File: config.mk
export PLATFORM = sky130hd
export DESIGN_NAME = uart_tx_arbiter
export DESIGN_NICKNAME = d
export VERILOG_FILES = /design/src/rtl/vmicro16_uart_pkg.sv /design/src/rtl/uart_tx_arbiter_rr_pick.sv /design/src/rtl/uart_tx_arbiter.sv
export SDC_FILE = /design/constraint.sdc
export NUM_CORES = 1
export LEC_CHECK = 0
export BUFFER_PORTS_ARGS = -buffer_cell sky130_fd_sc_hd__buf_2
export CORE_AREA = 2 2 47 49
export CTS_CLUSTER_DIAMETER = 60
export DETAILED_ROUTE_END_ITERATION = 10
export DIE_AREA = 0 0 49 51
export GPL_ROUTABILITY_DRIVEN = 0
export PLACE_DENSITY_LB_ADDON = 0.1
export SLEW_MARGIN = 20
export SYNTH_ARGS = -nofsm -noshare
export SYNTH_HDL_FRONTEND = slang
export SYNTH_HIERARCHICAL = 1
export SYNTH_SLANG_ARGS = --single-unit
File: constraint.sdc
create_clock -name clk -period 2.92 [get_ports clk]
set_clock_uncertainty 0.1 [all_clocks]
set_input_delay 0.146 -clock clk [delete_from_list [all_inputs] [get_ports clk]]
set_output_delay 0.146 -clock clk [all_outputs]
set_load 0.1 [all_outputs]
File: src/rtl/vmicro16_uart_pkg.sv
// Shared definitions for the vmicro16 UART transmit path: defaults, FSM encoding
// and a constant-width helper used to size index fields.
package vmicro16_uart_pkg;

    localparam int DATA_W_DEF = 8;

    typedef enum logic {
        ST_IDLE = 1'b0,
        ST_LOCK = 1'b1
    } state_e;

    // Index width for n items; never returns less than 1 so single-bit
    // fields stay legal for the smallest configurations.
    function automatic int clog2(input int n);
        int r;
        int v;
        r = 0;
        v = n - 1;
        while (v > 0) begin
            r++;
            v = v >> 1;
        end
        return (r < 1) ? 1 : r;
    endfunction

endpackage

File: src/rtl/uart_tx_arbiter_rr_pick.sv
// Combinational round-robin picker: first requester at or after (last + 1),
// wrapping, found by masking a doubled request vector and isolating its lowest set bit.
module rr_pick
    import vmicro16_uart_pkg::*;
#(
    parameter int CORES = 2,
    parameter int IDX_W = clog2(CORES)
) (
    input  logic [CORES-1:0] req,
    input  logic [IDX_W-1:0] last,
    output logic [CORES-1:0] onehot,
    output logic             any
);

    logic [2*CORES-1:0] dbl;
    logic [2*CORES-1:0] mask;
    logic [2*CORES-1:0] masked;
    logic [2*CORES-1:0] lowest;
    logic [IDX_W:0]     start;

    always_comb begin
        start  = {1'b0, last} + (IDX_W+1)'(1);
        dbl    = {req, req};
        // start never exceeds CORES, so the upper copy always holds every core
        mask   = {(2*CORES){1'b1}} << start;
        masked = dbl & mask;
        lowest = masked & (~masked + (2*CORES)'(1));
        onehot = lowest[CORES-1:0] | lowest[2*CORES-1:CORES];
        any    = |req;
    end

endmodule

File: src/rtl/uart_tx_arbiter.sv
// Shares one UART TX serializer among CORES requesters; a grant is held for a
// whole message and released on the last byte or by the stall watchdog.
module uart_tx_arbiter
    import vmicro16_uart_pkg::*;
#(
    parameter int CORES   = 2,
    parameter int DATA_W  = DATA_W_DEF,
    parameter int TIMEOUT = 255,
    parameter int CNT_W   = 8
) (
    input  logic                    clk,
    input  logic                    reset,
    input  logic [CORES-1:0]        req_valid,
    input  logic [CORES*DATA_W-1:0] req_data,
    input  logic [CORES-1:0]        req_last,
    output logic [CORES-1:0]        req_ready,
    output logic                    tx_valid,
    output logic [DATA_W-1:0]       tx_data,
    input  logic                    tx_ready,
    output logic [CORES-1:0]        grant,
    output logic                    busy,
    output logic                    timeout
);

    localparam int IDX_W = clog2(CORES);

    state_e             state_q, state_d;
    logic [CORES-1:0]   grant_q, grant_d;
    logic [IDX_W-1:0]   last_q, last_d;
    logic [CNT_W-1:0]   wdog_q, wdog_d;
    logic               timeout_q, timeout_d;

    logic [CORES-1:0]   pick_onehot;
    logic               pick_any;
    logic [IDX_W-1:0]   g_idx;
    logic               g_valid;
    logic               g_last;
    logic               xfer;
    logic               release_ok;
    logic               expire;

    rr_pick #(
        .CORES (CORES),
        .IDX_W (IDX_W)
    ) u_rr_pick (
        .req    (req_valid),
        .last   (last_q),
        .onehot (pick_onehot),
        .any    (pick_any)
    );

    always_comb begin
        g_idx = '0;
        for (int i = 0; i < CORES; i++) begin
            if (grant_q[i]) g_idx = IDX_W'(i);
        end
        g_valid    = |(req_valid & grant_q);
        g_last     = |(req_last & grant_q);
        xfer       = (state_q == ST_LOCK) && g_valid && tx_ready;
        release_ok = xfer && g_last;
        // Fires on the cycle that would bring the idle count to TIMEOUT
        expire     = (TIMEOUT != 0) && (state_q == ST_LOCK) && !g_valid
                     && (wdog_q == CNT_W'(TIMEOUT - 1));
    end

    always_ff @(posedge clk or posedge reset) begin
        if (reset) begin
            state_q   <= ST_IDLE;
            grant_q   <= '0;
            last_q    <= IDX_W'(CORES - 1);
            wdog_q    <= '0;
            timeout_q <= 1'b0;
        end else begin
            state_q   <= state_d;
            grant_q   <= grant_d;
            last_q    <= last_d;
            wdog_q    <= wdog_d;
            timeout_q <= timeout_d;
        end
    end

    always_comb begin
        state_d = state_q;
        case (state_q)
            ST_IDLE: if (pick_any) state_d = ST_LOCK;
            ST_LOCK: if (release_ok || expire) state_d = ST_IDLE;
            default: state_d = ST_IDLE;
        endcase
    end

    always_comb begin
        grant_d   = grant_q;
        last_d    = last_q;
        wdog_d    = wdog_q;
        timeout_d = 1'b0;
        case (state_q)
            ST_IDLE: begin
                if (pick_any) begin
                    grant_d = pick_onehot;
                    wdog_d  = '0;
                end
            end
            ST_LOCK: begin
                // Normal release takes priority over a coincident expiry
                if (release_ok) begin
                    grant_d = '0;
                    last_d  = g_idx;
                    wdog_d  = '0;
                end else if (expire) begin
                    grant_d   = '0;
                    last_d    = g_idx;
                    wdog_d    = '0;
                    timeout_d = 1'b1;
                end else if (g_valid) begin
                    wdog_d = '0;
                end else if ((TIMEOUT != 0) && (wdog_q != CNT_W'(TIMEOUT))) begin
                    wdog_d = wdog_q + CNT_W'(1);
                end
            end
            default: begin
                grant_d = '0;
                wdog_d  = '0;
            end
        endcase
    end

    always_comb begin
        tx_valid  = 1'b0;
        tx_data   = '0;
        req_ready = '0;
        if (state_q == ST_LOCK) begin
            tx_valid  = g_valid;
            req_ready = grant_q & {CORES{tx_ready}};
            for (int i = 0; i < CORES; i++) begin
                if (grant_q[i]) tx_data = req_data[i*DATA_W +: DATA_W];
            end
        end
    end

    assign grant   = grant_q;
    assign busy    = (state_q == ST_LOCK);
    assign timeout = timeout_q;

endmodule

* Yosys cells after proc, flatten, opt, wreduce, memory -nomap -nowiden
Cells that the tools add are included.
** Word-level totals
- Register bits :: 13
** Cells by class
- Add/subtract/negate cells :: 3
- Equal/unequal tests :: 5
- Shift-type cells :: 1
- Mux-type cells :: 24
- Bitwise logic cells :: 8
- Reduce and logical (&&, ||, !) cells :: 14
** Operators with widths (count)
- $mux W8 :: 8
- $pmux W8 S2 :: 1
- $mux W1 :: 9
- $add A8 B1 Y8 const B :: 1
- $and A4 B4 Y4 :: 2
- $eq A8 B8 Y1 const B :: 1
- $mux W2 :: 4
- $ne A8 B8 Y1 const B :: 1
- $and A2 B2 Y2 :: 3
- $reduce_and A2 Y1 :: 3
- $reduce_or A2 Y1 :: 3
- $logic_and A1 B1 Y1 :: 5
- $ne A5 B1 Y1 const B :: 1
- $add A4 B1 Y4 const B :: 1
- $not A4 Y4 :: 1
- $pmux W2 S2 :: 1
- $shl A4 B2 Y4 const A :: 1
- $ne A3 B1 Y1 const B :: 1
- $add A1 B1 Y2 const B :: 1
- $ne A2 B2 Y1 const B :: 1
- $or A2 B2 Y2 :: 1
- $pmux W1 S2 :: 1
- $reduce_bool A2 Y1 :: 1
- $logic_not A1 Y1 :: 1
- 2 further kinds :: 2

* Depth between registers and ports, before layout
Gate-level depths: netlist of run 1.
- Depth after elaboration :: 9
- Depth in mapped cells :: 6
- Gate-level depth less buffers :: 6

* Hierarchy
Netlist of run 1, hierarchy kept.
** Modules (own cells, without submodules)
- uart_tx_arbiter :: instances 1, cells an instance 102, area an instance 909.6 µm², seq. area each 326.6 µm²
- rr_pick :: instances 1, cells an instance 4, area an instance 25.0 µm², seq. area each 0.0 µm²

* Worst setup path before layout of run 1
No wires, ideal clock.
- Kind :: flip-flop to output port
- Start :: register grant_q[0], in the netlist grant[0]
- End :: output port tx_data[0]
- Data arrival time :: 2809 ps
- Required time :: 2674 ps
- Path slack :: -135 ps
- Stages on the path, launching flop included :: 5
- Path through :: dfrtp_1 inv_1 nor2_1 a22oi_1 nor2_1
** On the way
- Longest elaborated chain between the ends :: 3
** Ends and longest elaborated chain
- start, declared :: RTL line uart_tx_arbiter.sv:28 : logic [CORES-1:0] grant_q, grant_d;
- start signal, assigned :: RTL line uart_tx_arbiter.sv:75 : grant_q <= grant_d;
- $mux W8 (2 in a row) :: RTL line uart_tx_arbiter.sv:135 : if (grant_q[i]) tx_data = req_data[i*DATA_W +: DATA_W];
- $mux W8 :: RTL line uart_tx_arbiter.sv:131 : if (state_q == ST_LOCK) begin
- end, declared :: RTL line uart_tx_arbiter.sv:18 : output logic [DATA_W-1:0] tx_data,
No other way between the ends.

* Worst setup path in the final report of run 1
- Start :: register grant_q[1], in the netlist grant[1]
- End :: output port tx_data[1]
** On the way
- Longest elaborated chain between the ends :: 2
** Ends and longest elaborated chain (RTL line)
- $mux W8 :: uart_tx_arbiter.sv:135
- $mux W8 :: uart_tx_arbiter.sv:131
No other way between the ends.

==> qor.txt, run 1 <==
CLOCK NETWORK
-------------------------------------------------------------------------------------------------
CTS tree ...........................................................................        built
Maximum root-to-sink buffer count ..................................................            2
Number of CTS-inserted buffers .....................................................            3
Clock latency on the worst-skew pair ...............................................      0.28 ns
Clock slew seen by the registers of the worst setup and hold paths .................      0.08 ns
CTS Root Cell ......................................................................     clkbuf_4
H-tree depth reported by CTS .......................................................            1
Total number of clock tree sinks ...................................................           13

RUN STATUS
-------------------------------------------------------------------------------------------------
Result of the run ..................................................................    completed

TIMING
-------------------------------------------------------------------------------------------------
Timing-limited maximum frequency ...................................................    0.451 GHz
Slew at the pin with the worst max-slew slack ......................................     0.496 ns
Relative max-transition margin .....................................................        67.2%
Period minus WS final ..............................................................      2.22 ns
Ratio of final minimum period to clock period ......................................        76.0%
Aggregate negative setup slack .....................................................         0 ns
Hold Worst Slack ...................................................................     0.135 ns
RSZ-0062 raised after global routing ...............................................        false
Count of final setup violators .....................................................            0
Pins Over Slew Limit ...............................................................            0
Number of failing hold endpoints at the final stage ................................            0

SETUP PATH
-------------------------------------------------------------------------------------------------
Top fanout value on the critical path ..............................................           16
Kind of start point of the critical path ...........................................     register
Sort of element at the end of the critical path ....................................  output port
R2R depth ..........................................................................            4
Worst Path Required ................................................................      2.67 ns
Register-to-Register Setup Slack ...................................................      1.07 ns
Worst reg2reg endpoint .............................................................    wdog_q[5]
WS Path Type .......................................................................   reg -> out
Arrival time reported for the critical path endpoint ...............................      1.97 ns
Launch instance of the worst register-to-register path .............................         busy

PWR
-------------------------------------------------------------------------------------------------
Sequential fraction of design power ................................................        23.7%
PD cells ........................................................................... 1170 nW/um^2
Fraction of power spent switching nets .............................................        64.4%
Clock network power share ..........................................................         8.2%
Peak ir drop on the vdd network ....................................................       653 uV
Portion of total power attributed to combinational logic ...........................        68.1%
Net switching power figure .........................................................       887 uW
Static Leakage .....................................................................  0.000584 uW
Internal power .....................................................................       490 uW

LAYOUT
-------------------------------------------------------------------------------------------------
Filler cell count ..................................................................          198
# diodes ...........................................................................            0
Layout net count ...................................................................          170
Area added between synthesis and finish ............................................        25.6%
Fraction of layout instances using a drive strength above 1 ........................        37.5%

LOGIC SYNTHESIS
-------------------------------------------------------------------------------------------------
Number of synthesis warnings .......................................................            6
Synthesized net count ..............................................................          131
Sequential share of the synthesized area ...........................................        34.9%
Average cell area after synthesis ..................................................   8.82 sq um
Number of enable-type register cells in the synthesized netlist ....................            0
Number of register bits inferred by synthesis ......................................           13
Gate Count Post-Synth ..............................................................          106
Asr flop ratio synth ...............................................................         100%
Cell area after synthesis ..........................................................    935 sq um
Most used flip-flop cell after synthesis ...........................................      dfrtp_1
Number of distinct library cell variants in the gate-level netlist after synthesis .           41

GRT
-------------------------------------------------------------------------------------------------
Maximum number of pins on one net before global-route repair .......................           17
Remaining global-route overflow ....................................................            0
Total Routing Usage GR .............................................................        18.8%
Antenna violations before repair ...................................................            0
Via count of the first global-routing pass .........................................          820
Wire length of the first global-routing pass .......................................      3610 um

DIE
-------------------------------------------------------------------------------------------------
DIE AREA ...........................................................................   2500 sq um
Width of the chip ..................................................................        49 um
Number of rows created at floorplan ................................................           17
Floorplan Core Area ................................................................   2060 sq um
Count of boundary I/O pins .........................................................           38
Overall die height .................................................................        51 um
Initial standard-cell utilization of the core ......................................        45.3%

ROUTING
-------------------------------------------------------------------------------------------------
Detailed-route wire length per cell ................................................      12.3 um
Number of design rule violations left after detail routing .........................            0
Via count ..........................................................................          913
Vias/cell ..........................................................................         5.31
First-iteration detailed-routing DRC count .........................................           23
Wire length after detailed routing .................................................      2110 um
Number of detailed-routing iterations run before antenna repair ....................            4
Residual antenna-violating net count after detailed routing ........................            0

HOLD PATH
-------------------------------------------------------------------------------------------------
Number of cells on the worst hold path .............................................            4
Critical hold path startpoint ...................................................... req_valid[1]
Class of the worst hold path .......................................................    in -> reg
Worst hold path endpoint ...........................................................     grant[0]

PLACE
-------------------------------------------------------------------------------------------------
DPL Wire Length ....................................................................      1610 um
# port buffers .....................................................................           37

FLOW RUN
-------------------------------------------------------------------------------------------------
Max_cap viols ......................................................................            0

[kinds of logic (layout without fill, tap and decap cells)]
kind of cell	Yosys count	in the layout	synth area share (%)
AND/OR/NAND/NOR	43	43	25.0
AO/OA/AOI/OAI	29	29	26.5
buffers and inverters	15	53	6.83
flip-flops	13	13	34.9
XOR/XNOR	3	3	2.81
adder cells (fa/ha/maj)	2	2	2.68
multiplexers	1	1	1.20
[repair_timing]
action                                 4_1_cts  5_1_grt
gates resized for setup                      0        0
hold buffers                                 1        0
setup endpoints to repair                    0        0
endpoints found under the hold margin       12        0
buffers inserted                             0        0
[layout by cell type, fill, tap and decap left out, types with 2 or more instances in the layout]
master     n
a22oi_1    9
clkbuf_4   3
a211oi_1   2
buf_2     37
ha_1       2
inv_1     11
nor2_1    12
nor2_2     3
nand2_1    5
and3_1     3
o21ai_0    2
nand3_1    5
a22o_1     2
dfrtp_1   12
xnor2_1    3
o22ai_1    2
a21oi_1    3
nand4_1    2
a21boi_1   2
nor3_1     2
[layer usage]
layer / up-vias / routed length, um / part of all wire (%) / GRT usage [%]
met5: - / 0 / 0 / 0
met4: 0 / 34 / 1.6 / 8.57
met3: 5 / 179 / 8.5 / 4.09
met2: 41 / 954 / 45 / 32.0
met1: 407 / 940 / 45 / 22.9
li1: 460 / - / - / -
[layout make-up]
class,instances,area [sq um],share of cell area [%]
clock buffers,4,26.3,2.24
inverters,11,41.3,3.52
multi-input cells,78,549,46.8
flip-flops and latches,13,327,27.8
well taps,28,35.0,2.99
repair buffers,38,195,16.6
[critical path, stage by stage (launching register included)]
cell and delay, ns:
dfrtp_1 0.55, nor2_1 0.46, a22oi_1 0.15, nor2_2 0.10
buf_2 0.42
[worst max path at each step]
| stage | start | slack [ns] | endpoint | cells past startpoint |
|---|---|---|---|---|
| after global routing | grant[1] | 0.51 | tx_data[0] | 4 |
| after floorplan | grant[0] | -0.13 | tx_data[2] | 4 |
| after detailed placement | grant[1] | 1.02 | tx_data[1] | 4 |
| after CTS | grant[1] | 0.71 | tx_data[1] | 4 |
| after global placement | grant[1] | 1.07 | tx_data[0] | 4 |
| final | grant[1] | 0.70 | tx_data[1] | 4 |
[metrics by stage]
step	utilization, %	cells	setup WS [ns]	power [uW]	area, sq um
floorplan	-	106	-0.135	1140	940
global placement	55.1	167	1.07	1260	1140
detailed placement	55.1	167	1.02	1270	1140
CTS	56.9	172	0.706	1380	1170
global route	56.9	172	0.506	1460	1170
finish	56.9	172	0.700	1380	1170
[sequential cells by signal, indices dropped and copies added, names as in the netlist]
name     cells
busy         1
grant        2
last_q       1
timeout      1
wdog_q       8
[cells in the mapped netlist, drive strengths merged (2+ instances only)]
cell / instances / area share, %
o22ai: 3 / 2.7
buf: 3 / 2.0
nor3: 2 / 1.1
a22oi: 9 / 7.2
ha: 2 / 2.7
nor2: 15 / 6.3
nor4: 2 / 2.0
or2: 2 / 1.3
o21ai: 2 / 1.1
nand3: 6 / 3.7
and3: 4 / 3.2
a211oi: 3 / 3.7
a22o: 3 / 3.7
a21boi: 2 / 1.6
dfrtp: 12 / 32
a21oi: 3 / 1.6
nand4: 2 / 1.3
xnor2: 3 / 2.8
inv: 11 / 4.4
nand2: 5 / 2.0
[power by group through the flow]
stage	clock, uW	combinational [uW]	sequential (uW)
2_1_floorplan	0	782	356
3_3_place_gp	0	931	325
3_5_place_dp	0	939	327
4_1_cts	117	941	324
5_1_grt	126	996	338
6_report	113	939	326
No activity file was read; power rests on OpenSTA's default activity.
==> inputs of run 2 (changes only) <==
--- a/config.mk
+++ b/config.mk
@@ -6,10 +6,10 @@
 export NUM_CORES = 1
 export LEC_CHECK = 0
 export BUFFER_PORTS_ARGS = -buffer_cell sky130_fd_sc_hd__buf_2
-export CORE_AREA = 2 2 47 49
+export CORE_AREA = 2 2 51 53
 export CTS_CLUSTER_DIAMETER = 60
 export DETAILED_ROUTE_END_ITERATION = 10
-export DIE_AREA = 0 0 49 51
+export DIE_AREA = 0 0 53 55
 export GPL_ROUTABILITY_DRIVEN = 0
 export PLACE_DENSITY_LB_ADDON = 0.1
 export SLEW_MARGIN = 20
==> constraint.sdc (replaced) <==
create_clock -name clk -period 1.9 [get_ports clk]
set_clock_uncertainty 0.1 [all_clocks]
set_input_delay 0.095 -clock clk [delete_from_list [all_inputs] [get_ports clk]]
set_output_delay 0.095 -clock clk [all_outputs]
set_load 0.1 [all_outputs]
==> qor.txt, run 2 (synthesis results as in run 1) <==
ROUTING
---------------------------------------------------------------------------------
First-iteration detailed-routing DRC count .........................           18   was 23
Via count ..........................................................          960   was 913
Vias/cell ..........................................................         5.36   was 5.31
Number of detailed-routing iterations run before antenna repair ....            5   was 4
Wire length after detailed routing .................................      2440 um   was 2110 um
Detailed-route wire length per cell ................................      13.6 um   was 12.3 um
Number of design rule violations left after detail routing .........            0   unchanged
Residual antenna-violating net count after detailed routing ........            0   unchanged

PLACE
---------------------------------------------------------------------------------
# port buffers .....................................................           37   unchanged
Pre-CTS setup slack ................................................     0.118 ns   was 1.02 ns
DPL Wire Length ....................................................      1970 um   was 1610 um

GRT
---------------------------------------------------------------------------------
Total Routing Usage GR .............................................        18.6%   was 18.8%
Via count of the first global-routing pass .........................          916   was 820
Antenna violations before repair ...................................            0   unchanged
Maximum number of pins on one net before global-route repair .......           14   was 17
Wire length of the first global-routing pass .......................      3960 um   was 3610 um
Remaining global-route overflow ....................................            0   unchanged

TIMING
---------------------------------------------------------------------------------
Number of failing hold endpoints at the final stage ................            0   unchanged
Count of final setup violators .....................................            0   unchanged
RSZ-0062 raised after global routing ...............................         true   was false
Worst setup slack after layout .....................................    0.0874 ns   was 0.700 ns
Slew at the pin with the worst max-slew slack ......................     0.519 ns   was 0.496 ns
Timing-limited maximum frequency ...................................    0.552 GHz
Ratio of final minimum period to clock period ......................        95.4%
Period minus WS final ..............................................      1.81 ns
Aggregate negative setup slack .....................................         0 ns   unchanged
Pins Over Slew Limit ...............................................            0   unchanged
Hold Worst Slack ...................................................    0.0831 ns   was 0.135 ns
Relative max-transition margin .....................................        65.3%   was 67.2%

RUN STATUS
---------------------------------------------------------------------------------
Result of the run ..................................................    completed   unchanged

LAYOUT
---------------------------------------------------------------------------------
Number of flip-flops under the largest register name ...............            8   unchanged
Layout net count ...................................................          175   was 170
Commonest non-fill, non-tap cells in the layout .................... 29 x buf_2, 11 x inv_1, 10 x dfrtp_1   was 37 x buf_2, 12 x nor2_1, 12 x dfrtp_1
Register area ......................................................    334 sq um   was 327 sq um
Register with the highest flop count ...............................       wdog_q   unchanged
Area added between synthesis and finish ............................        50.5%   was 25.6%
Most common library cell in the layout ignoring fill and taps ......        buf_2   unchanged
Area of combinational cells with multiple inputs ...................    614 sq um   was 549 sq um
Filler cell count ..................................................          210   was 198
# diodes ...........................................................            0   unchanged
Fraction of layout instances using a drive strength above 1 ........        46.3%   was 37.5%

SETUP PATH
---------------------------------------------------------------------------------
CP Cell Sequence ................................................... inv_1, buf_4, buf_4, nor2_4, buf_12   was nor2_1, a22oi_1, nor2_2, buf_2
Largest stage delay on the critical path ...........................      0.54 ns   was 0.55 ns
Sort of element at the end of the critical path ....................  output port   unchanged
R2R depth ..........................................................            6   was 4
Critical path buffer and inverter count ............................            4   was 1
Launch instance of the worst register-to-register path .............    wdog_q[0]   was busy
Top fanout value on the critical path ..............................           12   was 16
WS Path Type .......................................................   reg -> out   unchanged
Arrival time reported for the critical path endpoint ...............      1.62 ns   was 1.97 ns
Register-to-Register Setup Slack ...................................      0.13 ns   was 1.07 ns
Kind of start point of the critical path ...........................     register   unchanged
Worst Path Required ................................................      1.70 ns   was 2.67 ns
Most frequent cell on the critical path ............................        buf_4
Slowest cell on crit path ..........................................      dfrtp_4   was dfrtp_1
Critical path's top delay family ................................... buffers and inverters   was simple AND/OR/NAND/NOR gates
Worst reg2reg endpoint .............................................    wdog_q[5]   unchanged

HOLD PATH
---------------------------------------------------------------------------------
Class of the worst hold path .......................................    in -> reg   unchanged
Number of cells on the worst hold path .............................            4   unchanged
Critical hold path startpoint ...................................... req_valid[0]   was req_valid[1]
Worst hold path endpoint ...........................................     grant[1]   was grant[0]

DIE
---------------------------------------------------------------------------------
Overall die height .................................................        55 um   was 51 um
DIE AREA ...........................................................   2920 sq um   was 2500 sq um
Number of rows created at floorplan ................................           18   was 17
Initial standard-cell utilization of the core ......................        39.5%   was 45.3%
Count of boundary I/O pins .........................................           38   unchanged
Floorplan Core Area ................................................   2360 sq um   was 2060 sq um
Width of the chip ..................................................        53 um   was 49 um

CLOCK NETWORK
---------------------------------------------------------------------------------
Maximum root-to-sink buffer count ..................................            2   unchanged
Total number of clock tree sinks ...................................           13   unchanged
Clock latency on the worst-skew pair ...............................      0.28 ns   about the same
Clock slew seen by the registers of the worst setup and hold paths .      0.07 ns   was 0.08 ns
Number of CTS-inserted buffers .....................................            3   unchanged
Buffer count from post-CTS setup fixing ............................            0   unchanged
CTS Root Cell ......................................................     clkbuf_4   unchanged
CTS tree ...........................................................        built   unchanged
H-tree depth reported by CTS .......................................            1   unchanged

FLOW RUN
---------------------------------------------------------------------------------
Max_cap viols ......................................................            0   unchanged

PWR
---------------------------------------------------------------------------------
PD cells ........................................................... 1820 nW/um^2   was 1170 nW/um^2
Static Leakage .....................................................  0.000629 uW   was 0.000584 uW
Peak ir drop on the vdd network ....................................      1000 uV   was 653 uV

run 2: where the power goes:
part / total [uW] / leakage (uW) / internal, uW / switching, uW
Clock: 172 / 0.0000150 / 81.5 / 90.7
Combinational: 1900 / 0.000448 / 621 / 1280
Sequential: 491 / 0.000166 / 369 / 122
run 2: worst max-delay path by stage:
stage | startpoint | to | slack, ns | depth (start not counted)
6_report | busy | tx_data[6] | 0.09 | 5
5_1_grt | grant[1] | tx_data[3] | -0.02 | 4
4_1_cts | busy | tx_data[6] | 0.07 | 5
3_5_place_dp | wdog_q[0] | wdog_q[5] | 0.12 | 6
3_3_place_gp | wdog_q[0] | wdog_q[5] | 0.19 | 6
2_1_floorplan | grant[0] | tx_data[0] | 0.005 | 4
run 2: metal layers:
layer / vias up / part of all wire, % / track usage, %
met5: - / 0 / 0
met1: 449 / 41 / 20.2
met2: 34 / 49 / 35.2
met4: 0 / 1.3 / 7.69
li1: 473 / - / -
met3: 4 / 8.7 / 4.03
run 2: final cells by class:
| cell class | instances | area share, % |
|---|---|---|
| timing repair buffer | 43 | 25.1 |
| clock buffer | 4 | 1.87 |
| multi-input combinational | 78 | 43.7 |
| inverter | 11 | 2.94 |
| sequential | 13 | 23.8 |
| tap | 30 | 2.67 |
run 2: worst reg2reg max path: stages (launching register included):
cell      delay, ns
dfrtp_1        0.39
inv_1          0.09
ha_1           0.22
and3_4         0.20
a211oi_4       0.27
nor2_2         0.13
o32ai_2        0.28
run 2: per-stage QoR:
step	power (uW)	cells	area (sq um)	util, %
global route	2700	179	1410	59.5
detailed placement	2400	174	1370	57.8
CTS	2580	179	1410	59.5
global placement	2380	174	1370	57.8
floorplan	1880	106	1010	-
finish	2560	179	1410	59.5
run 2: repair_timing:
action | in CTS | in global routing
hold buffers | 1 | 0
setup endpoints to repair | 8 | 5
resized for setup | 1 | 0
endpoints found under the hold margin | 12 | 0
pin swaps | 0 | 1
==> inputs of run 3 (changes only) <==
--- a/config.mk
+++ b/config.mk
@@ -12,6 +12,7 @@
 export DIE_AREA = 0 0 53 55
 export GPL_ROUTABILITY_DRIVEN = 0
 export PLACE_DENSITY_LB_ADDON = 0.1
+export SETUP_SLACK_MARGIN = 0.1
 export SLEW_MARGIN = 20
 export SYNTH_ARGS = -nofsm -noshare
 export SYNTH_HDL_FRONTEND = slang
==> qor.txt, run 3 (synthesis results as in run 1) <==
PWR
---------------------------------------------------------------------------------
PD cells ........................................................... 1830 nW/um^2   was 1820 nW/um^2
Static Leakage .....................................................  0.000635 uW   was 0.000629 uW
Fraction of power spent switching nets .............................        57.5%   was 58.1%
Clock network power share ..........................................         6.5%   was 6.7%
Overall power after layout .........................................      2650 uW   was 2560 uW
Net switching power figure .........................................      1520 uW   was 1490 uW
Peak ir drop on the vdd network ....................................       999 uV   was 1000 uV
Sequential fraction of design power ................................        18.7%   was 19.2%
Internal power .....................................................      1120 uW   was 1070 uW
Portion of total power attributed to combinational logic ...........        74.8%   was 74.1%

CLOCK NETWORK
---------------------------------------------------------------------------------
Total number of clock tree sinks ...................................           13   unchanged
Maximum root-to-sink buffer count ..................................            2   unchanged
H-tree depth reported by CTS .......................................            1   unchanged
Number of CTS-inserted buffers .....................................            3   unchanged
Clock latency on the worst-skew pair ...............................      0.27 ns   was 0.28 ns
Clock slew seen by the registers of the worst setup and hold paths .      0.08 ns   was 0.07 ns
CTS Root Cell ......................................................     clkbuf_4   unchanged
CTS tree ...........................................................        built   unchanged

TIMING
---------------------------------------------------------------------------------
Count of final setup violators .....................................            0   unchanged
Period minus WS final ..............................................      1.71 ns   was 1.81 ns
Pins Over Slew Limit ...............................................            0   unchanged
Hold Worst Slack ...................................................    0.0709 ns   was 0.0831 ns
Slew at the pin with the worst max-slew slack ......................     0.513 ns   was 0.519 ns
Relative max-transition margin .....................................        65.7%   was 65.3%
Timing-limited maximum frequency ...................................    0.584 GHz   was 0.552 GHz
Number of failing hold endpoints at the final stage ................            0   unchanged
Aggregate negative setup slack .....................................         0 ns   unchanged
Ratio of final minimum period to clock period ......................        90.2%   was 95.4%
Worst setup slack after layout .....................................     0.186 ns   was 0.0874 ns
RSZ-0062 raised after global routing ...............................        false   was true

SETUP PATH
---------------------------------------------------------------------------------
Critical path destination ..........................................   tx_data[6]   unchanged
Arrival time reported for the critical path endpoint ...............      1.52 ns   was 1.62 ns
R2R depth ..........................................................            6   unchanged
Worst Path Required ................................................      1.70 ns   about the same
Kind of start point of the critical path ...........................     register   unchanged
Critical Path Start ................................................     grant[1]   was busy
Sort of element at the end of the critical path ....................  output port   unchanged
Launch instance of the worst register-to-register path .............    wdog_q[0]   unchanged
Worst reg2reg endpoint .............................................    wdog_q[5]   unchanged
WS Path Type .......................................................   reg -> out   unchanged
Top fanout value on the critical path ..............................            9   was 12
Register-to-Register Setup Slack ...................................      0.19 ns   was 0.13 ns

LAYOUT
---------------------------------------------------------------------------------
# diodes ...........................................................            0   unchanged
Commonest non-fill, non-tap cells in the layout .................... 28 x buf_2, 11 x nor2_4, 10 x inv_1, 10 x dfrtp_1, 9 x buf_12   was 29 x buf_2, 11 x inv_1, 10 x dfrtp_1
Most common library cell in the layout ignoring fill and taps ......        buf_2   unchanged
Number of flip-flops under the largest register name ...............            8   unchanged
Register with the highest flop count ...............................       wdog_q   unchanged
Fraction of layout instances using a drive strength above 1 ........        49.0%   was 46.3%
Final Instance Count excl. Fillers .................................          179   unchanged
Filler cell count ..................................................          199   was 210
Area added between synthesis and finish ............................        55.0%   was 50.5%
Layout net count ...................................................          175   unchanged

DIE
---------------------------------------------------------------------------------
Initial standard-cell utilization of the core ......................        39.5%   unchanged
Overall die height .................................................        55 um   unchanged
Count of boundary I/O pins .........................................           38   unchanged
Floorplan Core Area ................................................   2360 sq um   unchanged
DIE AREA ...........................................................   2920 sq um   unchanged
Width of the chip ..................................................        53 um   unchanged
Number of rows created at floorplan ................................           18   unchanged

ROUTING
---------------------------------------------------------------------------------
Via count ..........................................................          957   was 960
Residual antenna-violating net count after detailed routing ........            0   unchanged
Detailed-route wire length per cell ................................      13.5 um   was 13.6 um
Wire length after detailed routing .................................      2410 um   was 2440 um
First-iteration detailed-routing DRC count .........................           22   was 18
Number of design rule violations left after detail routing .........            0   unchanged
Number of detailed-routing iterations run before antenna repair ....            4   was 5
Vias/cell ..........................................................         5.35   was 5.36

FLOW RUN
---------------------------------------------------------------------------------
Max_cap viols ......................................................            0   unchanged

GRT
---------------------------------------------------------------------------------
Antenna violations before repair ...................................            0   unchanged
Wire length of the first global-routing pass .......................      3960 um   unchanged
Via count of the first global-routing pass .........................          933   was 916
Remaining global-route overflow ....................................            0   unchanged
Total Routing Usage GR .............................................        18.4%   was 18.6%
Maximum number of pins on one net before global-route repair .......           14   unchanged

PLACE
---------------------------------------------------------------------------------
# port buffers .....................................................           37   unchanged
Pre-CTS setup slack ................................................     0.121 ns   was 0.118 ns
DPL Wire Length ....................................................      1860 um   was 1970 um
Placed Cells .......................................................          173   was 174

HOLD PATH
---------------------------------------------------------------------------------
Class of the worst hold path .......................................    in -> reg   unchanged
Critical hold path startpoint ...................................... req_valid[1]   was req_valid[0]

RUN STATUS
---------------------------------------------------------------------------------
Result of the run ..................................................    completed   unchanged

[run 3: cell counts in the layout (fill, tap and decap cells not counted)]
No cell type changed its count.
[run 3: cell type report]
cell class	count	area [sq um]	area share, %
Clock buffer	4	26.3	1.81
Inverter	11	41.3	2.85
Multi-Input combinational cell	78	638	44.0
Sequential cell	13	334	23.1
Tap cell	30	37.5	2.59
Timing Repair Buffer	43	372	25.6
[run 3: how the worst min path moves through the flow]
stage               endpoint  slack [ns]  cells past startpoint
floorplan           grant[1]       -0.13                      1
global placement        busy        0.04                      2
detailed placement      busy        0.05                      2
CTS                 grant[0]        0.06                      4
global route        grant[0]        0.09                      4
finish              grant[0]        0.07                      4
[run 3: per-stage QoR]
| step | area [sq um] | utilization [%] |
|---|---|---|
| floorplan | 1020 | - |
| global placement | 1380 | 58.3 |
| detailed placement | 1380 | 58.3 |
| CTS | 1420 | 60.0 |
| global route | 1450 | 61.3 |
| finish | 1450 | 61.3 |
[run 3: power by group through the flow]
| stage | combinational, uW | clock, uW | sequential [uW] |
|---|---|---|---|
| floorplan | 1330 | 0 | 561 |
| global placement | 1910 | 0 | 491 |
| detailed placement | 1920 | 0 | 496 |
| CTS | 1940 | 178 | 494 |
| global route | 2070 | 189 | 521 |
| finish | 1980 | 171 | 496 |
[run 3: critical path, stage by stage (launching register included)]
cell     delay (ns)
dfrtp_1        0.49
buf_4          0.22
a22oi_1        0.29
nor2_4         0.08
buf_12         0.17
[run 3: routing by layer]
| layer | GRT usage (%) | wire, um |
|---|---|---|
| met1 | 23.0 | 1030 |
| met2 | 31.7 | 1120 |
| met3 | 2.96 | 212 |
| met4 | 8.12 | 41 |
| met5 | 0 | 0 |
[run 3: what timing repair did]
item                                    in CTS  in global routing
endpoints found under the hold margin       12                  0
gates resized for setup                      1                  6
hold buffers                                 1                  0
endpoints found under the setup margin       9                  5
pin swaps                                    1                  2
setup buffers                                0                  1
